File: config.mk
export PLATFORM = sky130hd
export DESIGN_NAME = cic_comb_flat
export DESIGN_NICKNAME = d
export VERILOG_FILES = /design/src/rtl/cic_comb_if.sv /design/src/rtl/cic_comb.sv /design/src/flat_wrapper.sv
export SDC_FILE = /design/constraint.sdc
export NUM_CORES = 1
export LEC_CHECK = 0
export ABC_AREA = 1
export CORE_ASPECT_RATIO = 0.6
export CORE_UTILIZATION = 30
export DETAILED_ROUTE_END_ITERATION = 8
export PLACE_DENSITY = 0.57
export SLEW_MARGIN = 20
export SYNTH_ARGS = -nofsm -noshare
export SYNTH_HDL_FRONTEND = slang
export SYNTH_SLANG_ARGS = --single-unit
File: constraint.sdc
create_clock -name clk -period 3.2 [get_ports clk]
set_input_delay 0.32 -clock clk [delete_from_list [all_inputs] [get_ports clk]]
set_output_delay 0.32 -clock clk [all_outputs]
set_load 0.02 [all_outputs]
File: src/rtl/cic_comb_if.sv
// Sample-in / result-out handshake bundle for the CIC comb stage.
interface cic_comb_if #(
  parameter int IDW = 23
);
  logic           in_valid;
  logic [IDW-1:0] data_in;
  logic [1:0]     flag_t;
  logic           out_valid;
  logic           out_ready;
  logic [IDW-1:0] data_out;

  modport master (
    output in_valid, data_in, flag_t, out_ready,
    input  out_valid, data_out
  );

  modport slave (
    input  in_valid, data_in, flag_t, out_ready,
    output out_valid, data_out
  );
endinterface

File: src/rtl/cic_comb.sv
// CIC decimator comb stage: y[n] = x[n] - x[n-DM] modulo the active width, with overflow saturation.
// Define CIC_COMB_OVF_CNT_EN to build the overflow event counter behind ovf_cnt.
module cic_comb #(
  parameter int IDW = 23,
  parameter int DM  = 1,
  parameter int CW  = 8
) (
  input  logic          clk,
  input  logic          reset_n,
  input  logic [2:0]    os_sel,
  cic_comb_if.slave     bus,
  output logic          ovf,
  output logic          overrun,
  input  logic          ovf_clr,
  output logic [CW-1:0] ovf_cnt
);

  typedef enum logic [1:0] {
    ST_BYPASS = 2'd0,
    ST_FILL   = 2'd1,
    ST_RUN    = 2'd2
  } state_t;

  localparam logic [IDW-1:0] SAT_POS = {1'b0, {(IDW-1){1'b1}}};
  localparam logic [IDW-1:0] SAT_NEG = {1'b1, {(IDW-1){1'b0}}};

  state_t         state_r, state_s;
  logic [1:0]     fill_r, fill_s;
  logic [2:0]     os_sel_r;
  logic           flag_last_r;
  logic [IDW-1:0] delay_r [DM];
  logic           out_valid_r;
  logic [IDW-1:0] data_out_r;
  logic           ovf_r;
  logic           overrun_r;

  logic                  os_change_s, os_valid_s, toggle_s;
  logic [2:0]            sh_s;
  logic [IDW-1:0]        diff_s, ext_s, result_s;
  logic signed [IDW-1:0] tmp_s;
  logic                  produce_s, sat_s, shift_en_s, clear_s;
  logic                  drop_s, load_s, event_s;

  assign os_change_s = (os_sel != os_sel_r);
  assign os_valid_s  = (os_sel != 3'd0) && (os_sel != 3'd7);
  assign toggle_s    = (bus.flag_t[0] != flag_last_r);

  // Difference truncated to W = IDW-7+os_sel bits, then sign-extended by a shift pair.
  always_comb begin
    sh_s   = 3'd7 - os_sel;
    diff_s = bus.data_in - delay_r[DM-1];
    tmp_s  = $signed(diff_s << sh_s);
    ext_s  = tmp_s >>> sh_s;
  end

  // Next-state and per-sample datapath decisions.
  always_comb begin
    state_s    = state_r;
    fill_s     = fill_r;
    produce_s  = 1'b0;
    sat_s      = 1'b0;
    shift_en_s = 1'b0;
    clear_s    = 1'b0;
    result_s   = data_out_r;
    if (os_change_s) begin
      clear_s = 1'b1;
      if (os_valid_s) begin
        // A sample coinciding with the change becomes the first fill sample.
        shift_en_s = bus.in_valid;
        if (bus.in_valid && (fill_r == fill_r) && (DM == 1)) begin
          state_s = ST_RUN;
          fill_s  = 2'd0;
        end else begin
          state_s = ST_FILL;
          fill_s  = bus.in_valid ? 2'd1 : 2'd0;
        end
      end else begin
        state_s   = ST_BYPASS;
        fill_s    = 2'd0;
        produce_s = bus.in_valid;
        result_s  = bus.data_in;
      end
    end else begin
      case (state_r)
        ST_BYPASS: begin
          produce_s = bus.in_valid;
          result_s  = bus.data_in;
        end
        ST_FILL: begin
          shift_en_s = bus.in_valid;
          if (bus.in_valid && (fill_r == 2'(DM-1))) begin
            state_s = ST_RUN;
            fill_s  = 2'd0;
          end else if (bus.in_valid) begin
            fill_s = fill_r + 2'd1;
          end else begin
            fill_s = fill_r;
          end
        end
        ST_RUN: begin
          shift_en_s = bus.in_valid;
          produce_s  = bus.in_valid;
          sat_s      = bus.in_valid && toggle_s;
          if (toggle_s) begin
            result_s = bus.flag_t[1] ? SAT_NEG : SAT_POS;
          end else begin
            result_s = ext_s;
          end
        end
        default: begin
          state_s = ST_BYPASS;
          fill_s  = 2'd0;
        end
      endcase
    end
  end

  assign drop_s  = produce_s && out_valid_r && !bus.out_ready;
  assign load_s  = produce_s && !drop_s;
  assign event_s = sat_s && load_s;

  // State, delay line, output register and sticky flags.
  always_ff @(posedge clk) begin
    if (!reset_n) begin
      state_r     <= ST_BYPASS;
      fill_r      <= 2'd0;
      os_sel_r    <= 3'd0;
      flag_last_r <= 1'b0;
      for (int i = 0; i < DM; i++) delay_r[i] <= {IDW{1'b0}};
      out_valid_r <= 1'b0;
      data_out_r  <= {IDW{1'b0}};
      ovf_r       <= 1'b0;
      overrun_r   <= 1'b0;
    end else begin
      state_r  <= state_s;
      fill_r   <= fill_s;
      os_sel_r <= os_sel;
      if (os_change_s || bus.in_valid) flag_last_r <= bus.flag_t[0];
      if (clear_s) begin
        for (int i = 0; i < DM; i++) delay_r[i] <= {IDW{1'b0}};
        if (shift_en_s) delay_r[0] <= bus.data_in;
      end else if (shift_en_s) begin
        for (int i = 1; i < DM; i++) delay_r[i] <= delay_r[i-1];
        delay_r[0] <= bus.data_in;
      end
      if (load_s) begin
        out_valid_r <= 1'b1;
        data_out_r  <= result_s;
      end else if (out_valid_r && bus.out_ready) begin
        out_valid_r <= 1'b0;
      end
      if (event_s)      ovf_r <= 1'b1;
      else if (ovf_clr) ovf_r <= 1'b0;
      if (drop_s)       overrun_r <= 1'b1;
      else if (ovf_clr) overrun_r <= 1'b0;
    end
  end

`ifdef CIC_COMB_OVF_CNT_EN
  logic [CW-1:0] ovf_cnt_r;

  // Saturating overflow event counter; a same-cycle event beats the clear.
  always_ff @(posedge clk) begin
    if (!reset_n) begin
      ovf_cnt_r <= {CW{1'b0}};
    end else if (ovf_clr) begin
      ovf_cnt_r <= event_s ? {{(CW-1){1'b0}}, 1'b1} : {CW{1'b0}};
    end else if (event_s && (ovf_cnt_r != {CW{1'b1}})) begin
      ovf_cnt_r <= ovf_cnt_r + {{(CW-1){1'b0}}, 1'b1};
    end
  end

  assign ovf_cnt = ovf_cnt_r;
`else
  assign ovf_cnt = {CW{1'b0}};
`endif

  assign bus.out_valid = out_valid_r;
  assign bus.data_out  = data_out_r;
  assign ovf           = ovf_r;
  assign overrun       = overrun_r;

endmodule

File: src/flat_wrapper.sv
// flat-port wrapper written by rule: the top's interface ports become plain ports
module cic_comb_flat 
#(
  parameter int IDW = 23,
  parameter int DM  = 1,
  parameter int CW  = 8
)
  (clk, reset_n, os_sel, ovf, overrun, ovf_clr, ovf_cnt, bus_in_valid, bus_data_in, bus_flag_t, bus_out_ready, bus_out_valid, bus_data_out);
  cic_comb_if #(.IDW(IDW)) bus_i ();
  input  logic clk;
  input  logic reset_n;
  input  logic [2:0] os_sel;
  output logic ovf;
  output logic overrun;
  input  logic ovf_clr;
  output logic [CW-1:0] ovf_cnt;
  input wire logic [$bits(bus_i.in_valid)-1:0] bus_in_valid;
  input wire logic [$bits(bus_i.data_in)-1:0] bus_data_in;
  input wire logic [$bits(bus_i.flag_t)-1:0] bus_flag_t;
  input wire logic [$bits(bus_i.out_ready)-1:0] bus_out_ready;
  output wire logic [$bits(bus_i.out_valid)-1:0] bus_out_valid;
  output wire logic [$bits(bus_i.data_out)-1:0] bus_data_out;
  assign bus_i.in_valid = bus_in_valid;
  assign bus_i.data_in = bus_data_in;
  assign bus_i.flag_t = bus_flag_t;
  assign bus_i.out_ready = bus_out_ready;
  assign bus_out_valid = bus_i.out_valid;
  assign bus_data_out = bus_i.data_out;
  cic_comb #(.IDW(IDW), .DM(DM), .CW(CW)) u_core (.clk(clk), .reset_n(reset_n), .os_sel(os_sel), .bus(bus_i), .ovf(ovf), .overrun(overrun), .ovf_clr(ovf_clr), .ovf_cnt(ovf_cnt));
endmodule
==> flow_metrics.py, run 1 <==
metrics = {
    "final_layout": {
        "final_cell_mix": "203 x nand2_1, 126 x inv_1, 126 x nand3_1, 58 x clkdlybuf4s50_1",
        "n_antenna_cell": 0,
        "drive_above_1_share": 0.128,
        "nFillCells": 1660,
        "area_growth_syn_to_layout_pct": 26.0,
        "register_area_sq_um": 1370,
        "nets": 927,
        "multi_input_area_sq_um": 2900,
        "final_common_cell": "nand2_1",
        "final_area_sq_um": 6240,
    },
    "cts": {
        "clkTransAtPathRegs_ns": 0.06,
        "clock_path_buffers": 2,
        "cts_made_buffers": 9,
        "cts_hold_buf": 0,
        "root_buffer": "clkbuf_16",
        "post_cts_resized": 0,
        "clkLatencyLatePin_ns": 0.34,
        "postCtsSetupBuffers": 0,
        "cts_tree": "built",
        "htree_levels": 3,
        "clkSinkCount": 57,
    },
    "floorplan": {
        "die_area_sq_um": 17000,
        "rows": 35,
        "pin_count": 67,
        "initial_core_util": 0.315,
        "die_h_um": 101,
        "core_area_sq_um": 15700,
        "die_x_um": 168,
    },
    "placed_design": {
        "portBuffers": 58,
        "gp_congestion": 0.913,
        "placed_cell_area_sq_um": 5930,
        "dp_hpwl_um": 13000,
        "dp_slack_ns": -0.0538,
    },
    "worst_setup_path": {
        "cpPeakStageDelay_ns": 0.49,
        "worst-path-buf-inv": 3,
        "crit_family": "simple AND/OR/NAND/NOR gates",
        "worstPathMaxFanout": 4,
        "cp-start-kind": "input port",
        "crit_top_cell": "nand3_1",
        "endpoint_kind": "flop",
        "cp.required_ns": 3.41,
        "cp_slowest_cell": "clkdlybuf4s50_1",
        "reg2regPathDepth": 20,
        "r2r_end": "u_core.bus.data_out[16]$_SDFFE_PN0P_",
        "path_cells": "clkdlybuf4s50_1 -> inv_1 -> ha_1 -> fa_2 -> inv_1 -> nand3_1 -> nand3_2 -> nand2_1 -> nand2_2 -> nand2_1 -> nand3_1 -> nand3_1 -> nand2_1 -> nand2_1 -> nand3_1 -> nand3_1 -> nand3_1 -> nand3_1 -> nand3_1 -> nand2_1 -> nand2_1 -> a21oi_2",
        "ff2ff_setup_slack_ns": 0.46,
        "cp_data_arrival_time_ns": 3.13,
        "critPathKind": "in -> reg",
        "r2r_start": "u_core.delay_r[0][0]$_DFFE_PP_",
    },
    "detailed_routing": {
        "dr.pass1.iters": 5,
        "drt-wirelength-per-cell_um": 15.3,
        "vias_per_cell": 4.84,
        "drt-initial-drc-count": 488,
        "vias": 5204,
        "drt_wl_total_um": 16500,
        "ant_nets": 0,
        "drc": 0,
    },
    "sta": {
        "fmaxAchievable_mhz": 343,
        "setup_viol": 0,
        "min_period_ns": 2.92,
        "max_slew_margin": 0.641,
        "fin_setup_tns_ns": 0,
        "clock_skew_ns": 0.00738,
        "setup_slack_ns": 0.281,
        "rsz0062_at_grt": "no",
        "tightest_slew_ns": 0.537,
        "drv_slew": 0,
        "post-route-period-util": 0.912,
        "final-hold-violation-count": 0,
        "fin_hold_ws_ns": 0.464,
    },
    "synth": {
        "ys_types": 36,
        "yosysSeqAreaShare": 0.277,
        "avgSynthCellArea_sq_um": 6.31,
        "synthTopCellsByArea": "nand2_1 15%, edfxtp_1 14%, dfxtp_1 14%",
        "syn-cell-area_sq_um": 4950,
        "synth-seq-cells": 57,
        "yosysWarningCount": 0,
        "yosysTopAreaCell": "nand2_1",
        "syn_inst": 784,
        "yosys.area.top_type_share": 0.155,
    },
    "global_route": {
        "antenna_found_initial": 0,
        "grt_max_degree": 29,
        "grt_usage": 0.202,
        "gr-total-overflow": 0,
        "grt_first_pass_wirelength_um": 26200,
        "grt_pass1_vias": 4717,
    },
    "min_path": {
        "hold_path.class": "reg -> reg",
        "whs_endpoint": "u_core.fill_r[1]$_SDFFE_PP0P_",
        "hp-start": "u_core.fill_r[1]$_SDFFE_PP0P_",
        "hold_path_depth": 2,
    },
    "outcome": {
        "status": "completed",
    },
    "pwr": {
        "p_leak_nw": 2.96,
        "powerDensity_nw_per_um2": 449,
        "max-vdd-ir-drop_mv": 0.285,
    },
    "run": {
        "drv_cap": 0,
    },
}
==> where the power goes <==
part,switching (mW),internal (mW)
registers,0.0195,0.805
logic,0.629,0.368
clock network,0.382,0.594
==> per-layer routing <==
layer  track usage  vias to the layer above  part of all wire
met5             0                        -                 0
met4        0.0430                        0            0.0083
met3        0.0375                       14             0.096
met2         0.246                      212              0.34
met1         0.341                     2314              0.55
li1              -                     2664                 -
==> state kept, by name, summed over array words and instances (netlist names) <==
name / flops
u_core.bus.data_out: 23
u_core.bus.out_valid: 1
u_core.delay_r: 23
u_core.fill_r: 2
u_core.flag_last_r: 1
u_core.os_sel_r: 3
u_core.overrun: 1
u_core.ovf: 1
u_core.state_r: 2
==> cells by family after synthesis <==
logic type,after synthesis,share of synthesized area
other,1,0.000758
AO/OA/AOI/OAI,91,0.107
adder cells (fa/ha/maj),27,0.0698
XOR/XNOR,11,0.0195
flip-flops,57,0.277
AND/OR/NAND/NOR,423,0.382
buffers and inverters,174,0.144
==> layout make-up <==
class / count / area share
Multi-Input combinational cell: 560 / 0.464
Clock buffer: 11 / 0.0423
Tap cell: 203 / 0.0407
Timing Repair Buffer: 96 / 0.141
Inverter: 143 / 0.0861
Sequential cell: 57 / 0.220
Clock inverter: 5 / 0.00562
==> worst min-delay path, stage by stage (launching register included) <==
cell,delay (ns)
dfxtp_1,0.29
inv_1,0.07
a211oi_1,0.06
==> worst max-delay path by stage <==
stage | cells after the start | slack [ns] | start | to
6_report | 22 | 0.28 | bus_data_in[0] | u_core.bus.data_out[16]$_SDFFE_PN0P_
5_1_grt | 23 | 0.00004 | bus_data_in[0] | u_core.bus.data_out[19]$_SDFFE_PN0P_
4_1_cts | 22 | 0.25 | bus_data_in[0] | u_core.bus.data_out[16]$_SDFFE_PN0P_
3_5_place_dp | 22 | -0.05 | bus_data_in[0] | u_core.bus.data_out[16]$_SDFFE_PN0P_
3_3_place_gp | 22 | -0.01 | bus_data_in[0] | u_core.bus.data_out[16]$_SDFFE_PN0P_
2_1_floorplan | 21 | 0.74 | bus_data_in[0] | u_core.bus.data_out[16]$_SDFFE_PN0P_
==> synth_stat cells, drive strengths merged <==
| library cell | instances |
|---|---|
| nand2 | 214 |
| inv | 140 |
| nand3 | 136 |
| nor2 | 60 |
| a21oi | 59 |
| dfxtp | 34 |
| ha | 26 |
| buf | 23 |
| edfxtp | 23 |
| o21ai | 19 |
| clkbuf | 8 |
| xnor2 | 8 |
| o211ai | 6 |
| a211oi | 5 |
| nand4 | 5 |
| or2 | 4 |
| clkinv | 3 |
| xor2 | 3 |
| nand3b | 2 |
| a221oi | 1 |
| conb | 1 |
| fa | 1 |
| nor3 | 1 |
| nor4 | 1 |
| o221a | 1 |
==> per-stage QoR <==
| step | total power, mW | util | cells |
|---|---|---|---|
| floorplan | 1.48 | - | 791 |
| global placement | 1.82 | 0.377 | 1059 |
| detailed placement | 1.81 | 0.377 | 1059 |
| CTS | 2.80 | 0.396 | 1075 |
| global route | 2.96 | 0.397 | 1075 |
| finish | 2.80 | 0.397 | 1075 |
Note: power is estimated with default switching activity, not from simulation.
==> run 2: changes to the inputs <==
CTS_CLUSTER_SIZE = 12   (was unset)
==> results of run 2 <==
No change in the layout: final DEF, timing and power equal those of run 1.
==> run 3: changes to the inputs <==
ABC_AREA = unset   (was 1)
CORE_MARGIN = 4   (was unset)
==> run 3 against run 2 <==
  * Register-to-register slack worse by 0.22 ns
  * Clock skew down 0.00090 ns
  * Wire length up 1.6%
  * Sequential share of layout area down 0.68 points
==> flow_metrics.py, run 3 <==
metrics = {
    "worst_setup_path": {
        "critPathKind": "in -> reg",
        "crit_end": "u_core.bus.data_out[20]$_SDFFE_PN0P_",
        "reg2regPathDepth": 12,
        "cp.required_ns": 3.41,
        "r2r_end": "u_core.bus.data_out[20]$_SDFFE_PN0P_",
        "startpoint": "bus_data_in[0]",
        "cp_data_arrival_time_ns": 3.28,
        "ff2ff_setup_slack_ns": 0.24,
        "endpoint_kind": "flop",
        "cp-start-kind": "input port",
        "r2r_start": "u_core.delay_r[0][0]$_DFFE_PP_",
        "worstPathMaxFanout": 5,
    },
    "synth": {
        "ys_async_sr_fraction": 0,
        "synth-seq-cells": 57,
        "yosysSeqAreaShare": 0.292,
        "avgSynthCellArea_sq_um": 8.02,
        "yosysTopAreaCell": "edfxtp_1",
        "synth_most_common_cell": "nor2_1",
        "synth_common_cells": "58 x nor2_1, 52 x nand2_1, 46 x a21oi_1",
        "syn-cell-area_sq_um": 4700,
        "synth_ff_type": "dfxtp_1",
        "yosysWarningCount": 0,
        "yosys.area.top_type_share": 0.147,
        "synth_edf_count": 23,
        "syn_inst": 586,
        "ys_types": 83,
        "synthTopCellsByArea": "edfxtp_1 15%, dfxtp_1 14%, ha_1 6.9%",
    },
    "placed_design": {
        "dp_hpwl_um": 13000,
        "gp_congestion": 0.946,
        "portBuffers": 58,
        "placed_cell_area_sq_um": 6100,
    },
    "final_layout": {
        "final_cell_mix": "101 x buf_4, 58 x clkdlybuf4s50_1, 57 x nor2_1, 52 x nand2_1, 46 x a21oi_1",
        "nets": 783,
        "register_area_sq_um": 1370,
        "drive_above_1_share": 0.218,
        "final_area_sq_um": 6430,
        "final_common_cell": "buf_4",
        "n_antenna_cell": 0,
        "multi_input_area_sq_um": 3060,
        "nFillCells": 1555,
        "area_growth_syn_to_layout_pct": 36.9,
    },
    "sta": {
        "drv_slew": 0,
        "fmaxAchievable_mhz": 326,
        "final-hold-violation-count": 0,
        "min_period_ns": 3.07,
        "post-route-period-util": 0.959,
        "tightest_slew_ns": 0.626,
        "clock_skew_ns": 0.00648,
        "setup_viol": 0,
        "fin_setup_tns_ns": 0,
        "max_slew_margin": 0.581,
    },
    "detailed_routing": {
        "drt-initial-drc-count": 483,
        "dr.pass1.iters": 5,
        "drt_wl_total_um": 16700,
        "ant_nets": 0,
        "vias": 4905,
        "drt-wirelength-per-cell_um": 18.0,
        "drc": 0,
        "vias_per_cell": 5.27,
    },
    "floorplan": {
        "die_x_um": 170,
        "die_h_um": 105,
        "core_area_sq_um": 15400,
        "pin_count": 67,
        "rows": 35,
        "initial_core_util": 0.306,
        "die_area_sq_um": 17800,
    },
    "pwr": {
        "p_leak_nw": 2.55,
        "powerDensity_nw_per_um2": 434,
        "power.total_mw": 2.79,
        "max-vdd-ir-drop_mv": 0.222,
    },
    "cts": {
        "clkLatencyLatePin_ns": 0.34,
        "cts_tree": "built",
        "htree_levels": 3,
        "clock_path_buffers": 2,
        "clkTransAtPathRegs_ns": 0.06,
        "clkSinkCount": 57,
        "postCtsSetupBuffers": 0,
        "cts_made_buffers": 9,
        "root_buffer": "clkbuf_16",
    },
    "run": {
        "drv_cap": 0,
    },
    "global_route": {
        "grt_max_degree": 25,
        "grt_pass1_vias": 4794,
        "gr-total-overflow": 0,
        "grt_first_pass_wirelength_um": 26800,
        "grt_usage": 0.189,
        "antenna_found_initial": 0,
    },
    "outcome": {
        "status": "completed",
    },
    "min_path": {
        "hold_path_depth": 2,
        "hold_path.class": "reg -> reg",
    },
}
-- run 3: cells by family (layout without fill, tap and decap cells) --
| logic type | Yosys count | in the layout | synth area share |
|---|---|---|---|
| buffers and inverters | 75 | 210 | 0.0737 |
| AND/OR/NAND/NOR | 220 | 220 | 0.242 |
| other | 1 | 8 | 0.000798 |
| AO/OA/AOI/OAI | 183 | 183 | 0.275 |
| multiplexers | 3 | 3 | 0.00665 |
| flip-flops | 57 | 57 | 0.292 |
| adder cells (fa/ha/maj) | 27 | 27 | 0.0735 |
| XOR/XNOR | 20 | 20 | 0.0373 |
-- run 3: cell type report --
cell class	count	share of cell area
multi-input cells	461	0.476
inverters	35	0.0204
repair buffers	159	0.208
well taps	203	0.0395
flip-flops and latches	57	0.213
clock buffers	9	0.0350
clock inverters	7	0.00797
-- run 3: critical path, cell delays in order --
cell,delay [ns]
clkdlybuf4s50_1,0.42
inv_1,0.10
ha_4,0.15
fa_2,0.21
nand2b_4,0.16
a21oi_4,0.08
o21a_1,0.21
o21a_2,0.25
buf_4,0.14
or3_4,0.37
and3_1,0.19
a221o_1,0.38
nor2_2,0.18
a311oi_2,0.11
-- run 3: routing by layer --
metal | track usage | share of wire | up-vias
met4 | 0.0339 | 0.0079 | 0
met1 | 0.291 | 0.53 | 2314
li1 | - | - | 2394
met2 | 0.259 | 0.39 | 184
met5 | 0 | 0 | -
met3 | 0.0544 | 0.075 | 13
-- run 3: metrics by stage --
step | setup WS, ns | util | hold WS, ns | cells
2_1_floorplan | 0.389 | - | 0.432 | 593
3_3_place_gp | -0.395 | 0.397 | 0.441 | 915
3_5_place_dp | -0.451 | 0.397 | 0.453 | 915
4_1_cts | 0.0158 | 0.416 | 0.464 | 931
5_1_grt | -0.000727 | 0.419 | 0.477 | 931
6_report | 0.132 | 0.419 | 0.457 | 931
-- run 3: worst min-delay path by stage --
stage | from | endpoint
final | u_core.bus.data_out[12]$_SDFFE_PN0P_ | u_core.bus.data_out[12]$_SDFFE_PN0P_
after global routing | u_core.bus.data_out[8]$_SDFFE_PN0P_ | u_core.bus.data_out[8]$_SDFFE_PN0P_
after CTS | u_core.bus.data_out[8]$_SDFFE_PN0P_ | u_core.bus.data_out[8]$_SDFFE_PN0P_
after detailed placement | u_core.bus.data_out[8]$_SDFFE_PN0P_ | u_core.bus.data_out[8]$_SDFFE_PN0P_
after global placement | u_core.fill_r[1]$_SDFFE_PP0P_ | u_core.fill_r[1]$_SDFFE_PP0P_
after floorplan | u_core.fill_r[1]$_SDFFE_PP0P_ | u_core.fill_r[1]$_SDFFE_PP0P_
-- run 3: timing repair --
item                                    in CTS  in global routing
pin swaps                                    0                  6
cloned                                       0                  0
gates resized for setup                      2                  9
hold buffers                                 0                  0
endpoints found under the setup margin       4                  8
-- run 3: report_power, final --
group	switching, mW	internal [mW]
Sequential	0.0256	0.808
Clock	0.403	0.530
Combinational	0.570	0.454
==> edit 1 (flow settings as in run 1) <==
The 3 states of `state_t` get a one-hot encoding in 3 bits.
--- a/src/rtl/cic_comb.sv
+++ b/src/rtl/cic_comb.sv
@@ -16,8 +16,8 @@
 );
 
-  typedef enum logic [1:0] {
-    ST_BYPASS = 2'd0,
-    ST_FILL   = 2'd1,
-    ST_RUN    = 2'd2
+  typedef enum logic [2:0] {
+    ST_BYPASS = 3'b001,
+    ST_FILL   = 3'b010,
+    ST_RUN    = 3'b100
   } state_t;
 
Formal check against the unedited RTL: no difference found for any inputs over 4 cycles, from zero or initial values and one cycle with reset_n low; so few cycles prove little.
==> edit 1 against run 1 <==
  * Combinational power fell by 5.2%
  * Cell area fell by 0.24%
  * Core utilization fell by 1.3 points
  * Die area rose by 0.57%
  * Setup slack got worse by 0.019 ns
  * Sequential cell count rose by 1
  * Synthesized area rose by 0.58%
  * Power rose by 1.1%
  * Sequential power rose by 1%
  * Routed wire length rose by 1.2%
  * First-iteration DRC count rose by 1.2%
  * Register-to-register slack got worse by 0.05 ns
  * Critical endpoint is now u_core.bus.data_out[17]
==> edit 1: results (changes against run 1) <==
Run status
  – Outcome: completed

Drt
  – Initial DRC count: 494 (+1.2%)
  – WL final: 16700 um (+1.2%)
  – Vias/cell: 4.94 (+2.0%)

Timing
  – Slew headroom: 54.7% (-9.4 points)
  – Clk_skew: 0.00731 ns (-0.0000747 ns)
  – Worst hold margin: 0.461 ns (-0.00340 ns)

Critical path
  – Worst Setup SP: bus_data_in[0]
  – Critical path endpoint: u_core.bus.data_out[17]
  – Arrival @ worst endpoint: 3.21 ns (+0.08 ns)
  – R2R Path Start: u_core.delay_r[0][2]
  – Worst Reg2Reg Path Length in Cells: 18 (-10%)
  – Worst-path fanout max: 3 (-1)
  – R2R Setup Slk: 0.41 ns (-0.05 ns)

CTS
  – Clock root buffer: clkbuf_16
  – CTS Buffer Depth: 2 (unchanged)

Layout
  – Fin cells: 1073 (-0.19%)
  – Total Nets Final: 916 (-1.2%)

Place
  – DP Worst Slack: -0.0106 ns (+0.0431 ns)
  – DP Wirelength: 13000 um (+0.17%)
  – DP Area: 5880 um^2 (-0.80%)
  – GPL Wtd Cong: 0.937 (+2.7%)

Worst hold path
  – HP Start: u_core.bus.data_out[18]
  – Hold endpoint: u_core.bus.data_out[18]

Power and ir drop
  – Combinational logic power: 945 uW (-5.2%)
  – Switching power total: 1010 uW (-2.5%)
  – Worst vdd ir: 0.340 mV (+19%)
  – P per Cell Area: 455 nW/um^2 (+1.4%)
  – Seq power: 833 uW (+1%)
  – P_leak: 0.00284 uW (-4.0%)

Yosys
  – Top post-synthesis cells by area: nand2_1 (17%), dfxtp_1 (14%), edfxtp_1 (14%)
  – Sequential share of the synthesized area: 28.0% (+0.24 points)
  – Commonest cells in the synthesized netlist: nand2_1 (222), nand3_1 (129), inv_1 (106)
  – Post-Synth Adder-Cell Area: 6.19% (-0.79 points)
  – Distinct cells, synth: 32 (-11%)
  – Primary FF master, synth: dfxtp_1
  – XOR/XNOR share of the synthesized area: 2.11% (+0.16 points)
  – Synthesized area per cell: 6.31 um^2 (about the same)

Global route
  – Global-route wire length before repair: 26900 um (+2.7%)
  – All-Layer GR Usage: 20.5% (+0.27 points)
  – Largest net degree at the start of global routing: 37 (+28%)
  – Vias in the first global route: 4952 (+5.0%)
edit 1: cell count changes after synthesis, moves of 11 or more:
cell | before | now
inv_1 | 126 | 106
nand2_1 | 204 | 222
nor2_1 | 52 | 39
nor3_1 | 1 | 12
edit 1: layer usage:
| metal | up-vias | wire length (um) | track usage [%] | part of all wire (%) |
|---|---|---|---|---|
| li1 | 2681 | - | - | - |
| met4 | 0 | 129 | 4.41 | 0.77 |
| met5 | - | 0 | 0 | 0 |
| met3 | 12 | 1430 | 4.88 | 8.6 |
| met1 | 2412 | 9180 | 32.3 | 55 |
| met2 | 192 | 5950 | 27.1 | 36 |
edit 1: timing repair:
item,4_1_cts,5_1_grt
gates resized for setup,0,3
setup endpoints to repair,0,2
setup buffers,0,0
edit 1: final cells by class:
type,count,area [um^2]
fill,1768,9990
timing repair buffer,87,811
clock buffer,11,264
tap,209,262
multi-input combinational,583,2990
inverter,120,450
clock inverter,5,57.6
sequential,58,1390
==> edit 2 (settings of run 1) <==
Made on the original files. `CW` is set to 8 in 2 places; all go to 16.
--- a/src/rtl/cic_comb.sv
+++ b/src/rtl/cic_comb.sv
@@ -4,5 +4,5 @@
   parameter int IDW = 23,
   parameter int DM  = 1,
-  parameter int CW  = 8
+  parameter int CW  = 16
 ) (
   input  logic          clk,
--- a/src/flat_wrapper.sv
+++ b/src/flat_wrapper.sv
@@ -4,5 +4,5 @@
   parameter int IDW = 23,
   parameter int DM  = 1,
-  parameter int CW  = 8
+  parameter int CW  = 16
 )
   (clk, reset_n, os_sel, ovf, overrun, ovf_clr, ovf_cnt, bus_in_valid, bus_data_in, bus_flag_t, bus_out_ready, bus_out_valid, bus_data_out);
Ports: changed (resized ovf_cnt); port bits go from 67 to 75. No check against the original RTL was run, so the function may have changed too.
==> edit 2 against run 1 <==
  * Setup slack better by 0.0012 ns
  * Sequential power is essentially flat
  * Power up 1.5%
  * Routed wire length fell by 1.4%
  * Clock skew increased by 0.0073 ns
  * Via count decreased by 0.27%
  * Synthesized area grew 1.2%
  * First-iteration DRC count shrank 25%
  * Critical path depth did not move
  * Cell area up 0.82%
  * Sequential cell count is the same
  * Fmax hardly changed
  * Critical endpoint is now u_core.bus.data_out[20]
==> edit 2: results (changes against run 1) <==
Drt
  – Router iterations before antenna repair: 6 (+1)
  – Wire length on met2: 5630 um (-0.65%)
  – Met3 routed WL: 1430 um (-10%)
  – Vias/cell: 4.69 (-3.2%)
  – Per-cell routed wire length: 14.7 um (-4.3%)
  – Initial DRC count: 364 (-25%)
  – DRT met1 WL: 9060 um (-0.40%)

Yosys
  – Top post-synthesis cells by area: nand2_1 (15%), edfxtp_1 (14%), dfxtp_1 (14%)
  – Cells after synthesis: 792 (+1.0%)
  – Compound-Gate Fraction of Synth Area: 10.5% (-0.13 points)
  – Post-Synth Adder-Cell Area: 6.90% (-0.084 points)
  – YS warnings: 0 (unchanged)
  – Sequential share of the synthesized area: 27.4% (-0.33 points)

Power and ir drop
  – P_leak: 0.00298 uW (+0.69%)
  – Worst vdd ir: 0.281 mV (-1.5%)

Layout
  – Total Nets Final: 934 (+0.76%)
  – Share of cells above drive strength 1: 12.4% (-0.44 points)
  – Fin cells: 1107 (+3.0%)
  – Layout clock area frac: 4.80% (about the same)
  – Clkbuf count: 9 (-2)
  – Non-clock buffer count: 95 (-1.0%)
  – Fill count: 1773 (+6.8%)
  – Non-clock buffering overhead: 13.9% (-0.23 points)
  – Area of the multi-input gates: 2920 um^2 (+0.86%)

Global route
  – Vias in the first global route: 4791 (+1.6%)
  – Met1 Usage GRT: 32.0% (-2.1 points)
  – GR Layer Usage met2: 25.3% (+0.72 points)
  – All-Layer GR Usage: 19.9% (-0.35 points)
  – Met3 GRT Util: 4.69% (+0.93 points)

Place
  – GPL Wtd Cong: 0.905 (-0.79%)
  – DP Wirelength: 12800 um (-1.0%)

Critical path
  – Slowest-stage cell, CP: clkdlybuf4s50_1
  – Critical path endpoint: u_core.bus.data_out[20]
  – R2R Path Start: u_core.delay_r[0][2]
  – Arrival @ worst endpoint: 3.12 ns (about the same)
  – R2R Setup Slk: 0.42 ns (-0.04 ns)

Timing
  – Worst-margin pin slew: 0.536 ns (-0.00121 ns)
  – Clk_skew: 0.0147 ns (+0.00729 ns)

Run status
  – Outcome: completed

Worst hold path
  – HP Start: u_core.bus.data_out[19]
[edit 2: cell count changes after synthesis]
cell	run 1	this run
buf_4	12	20
[edit 2: metrics by stage]
stage	hold slack (ns)	util (%)	setup TNS, ns	cell area (um^2)
detailed placement	0.460	36.8	-0.0530	5990
finish	0.464	38.7	0	6290
floorplan	0.437	-	0	5060
global placement	0.456	36.8	-0.0383	5990
global route	0.487	38.7	0	6290
CTS	0.471	38.7	0	6290
[edit 2: kinds of logic after synthesis]
group | Yosys count
other | 1
buffers and inverters | 182
AO/OA/AOI/OAI | 91
AND/OR/NAND/NOR | 423
XOR/XNOR | 11
adder cells (fa/ha/maj) | 27
flip-flops | 57
[edit 2: where the power goes]
part | total [uW] | switching (uW) | internal [uW]
clock | 1020 | 408 | 610
combinational | 998 | 630 | 368
sequential | 824 | 19.7 | 805
total | 2840 | 1060 | 1780
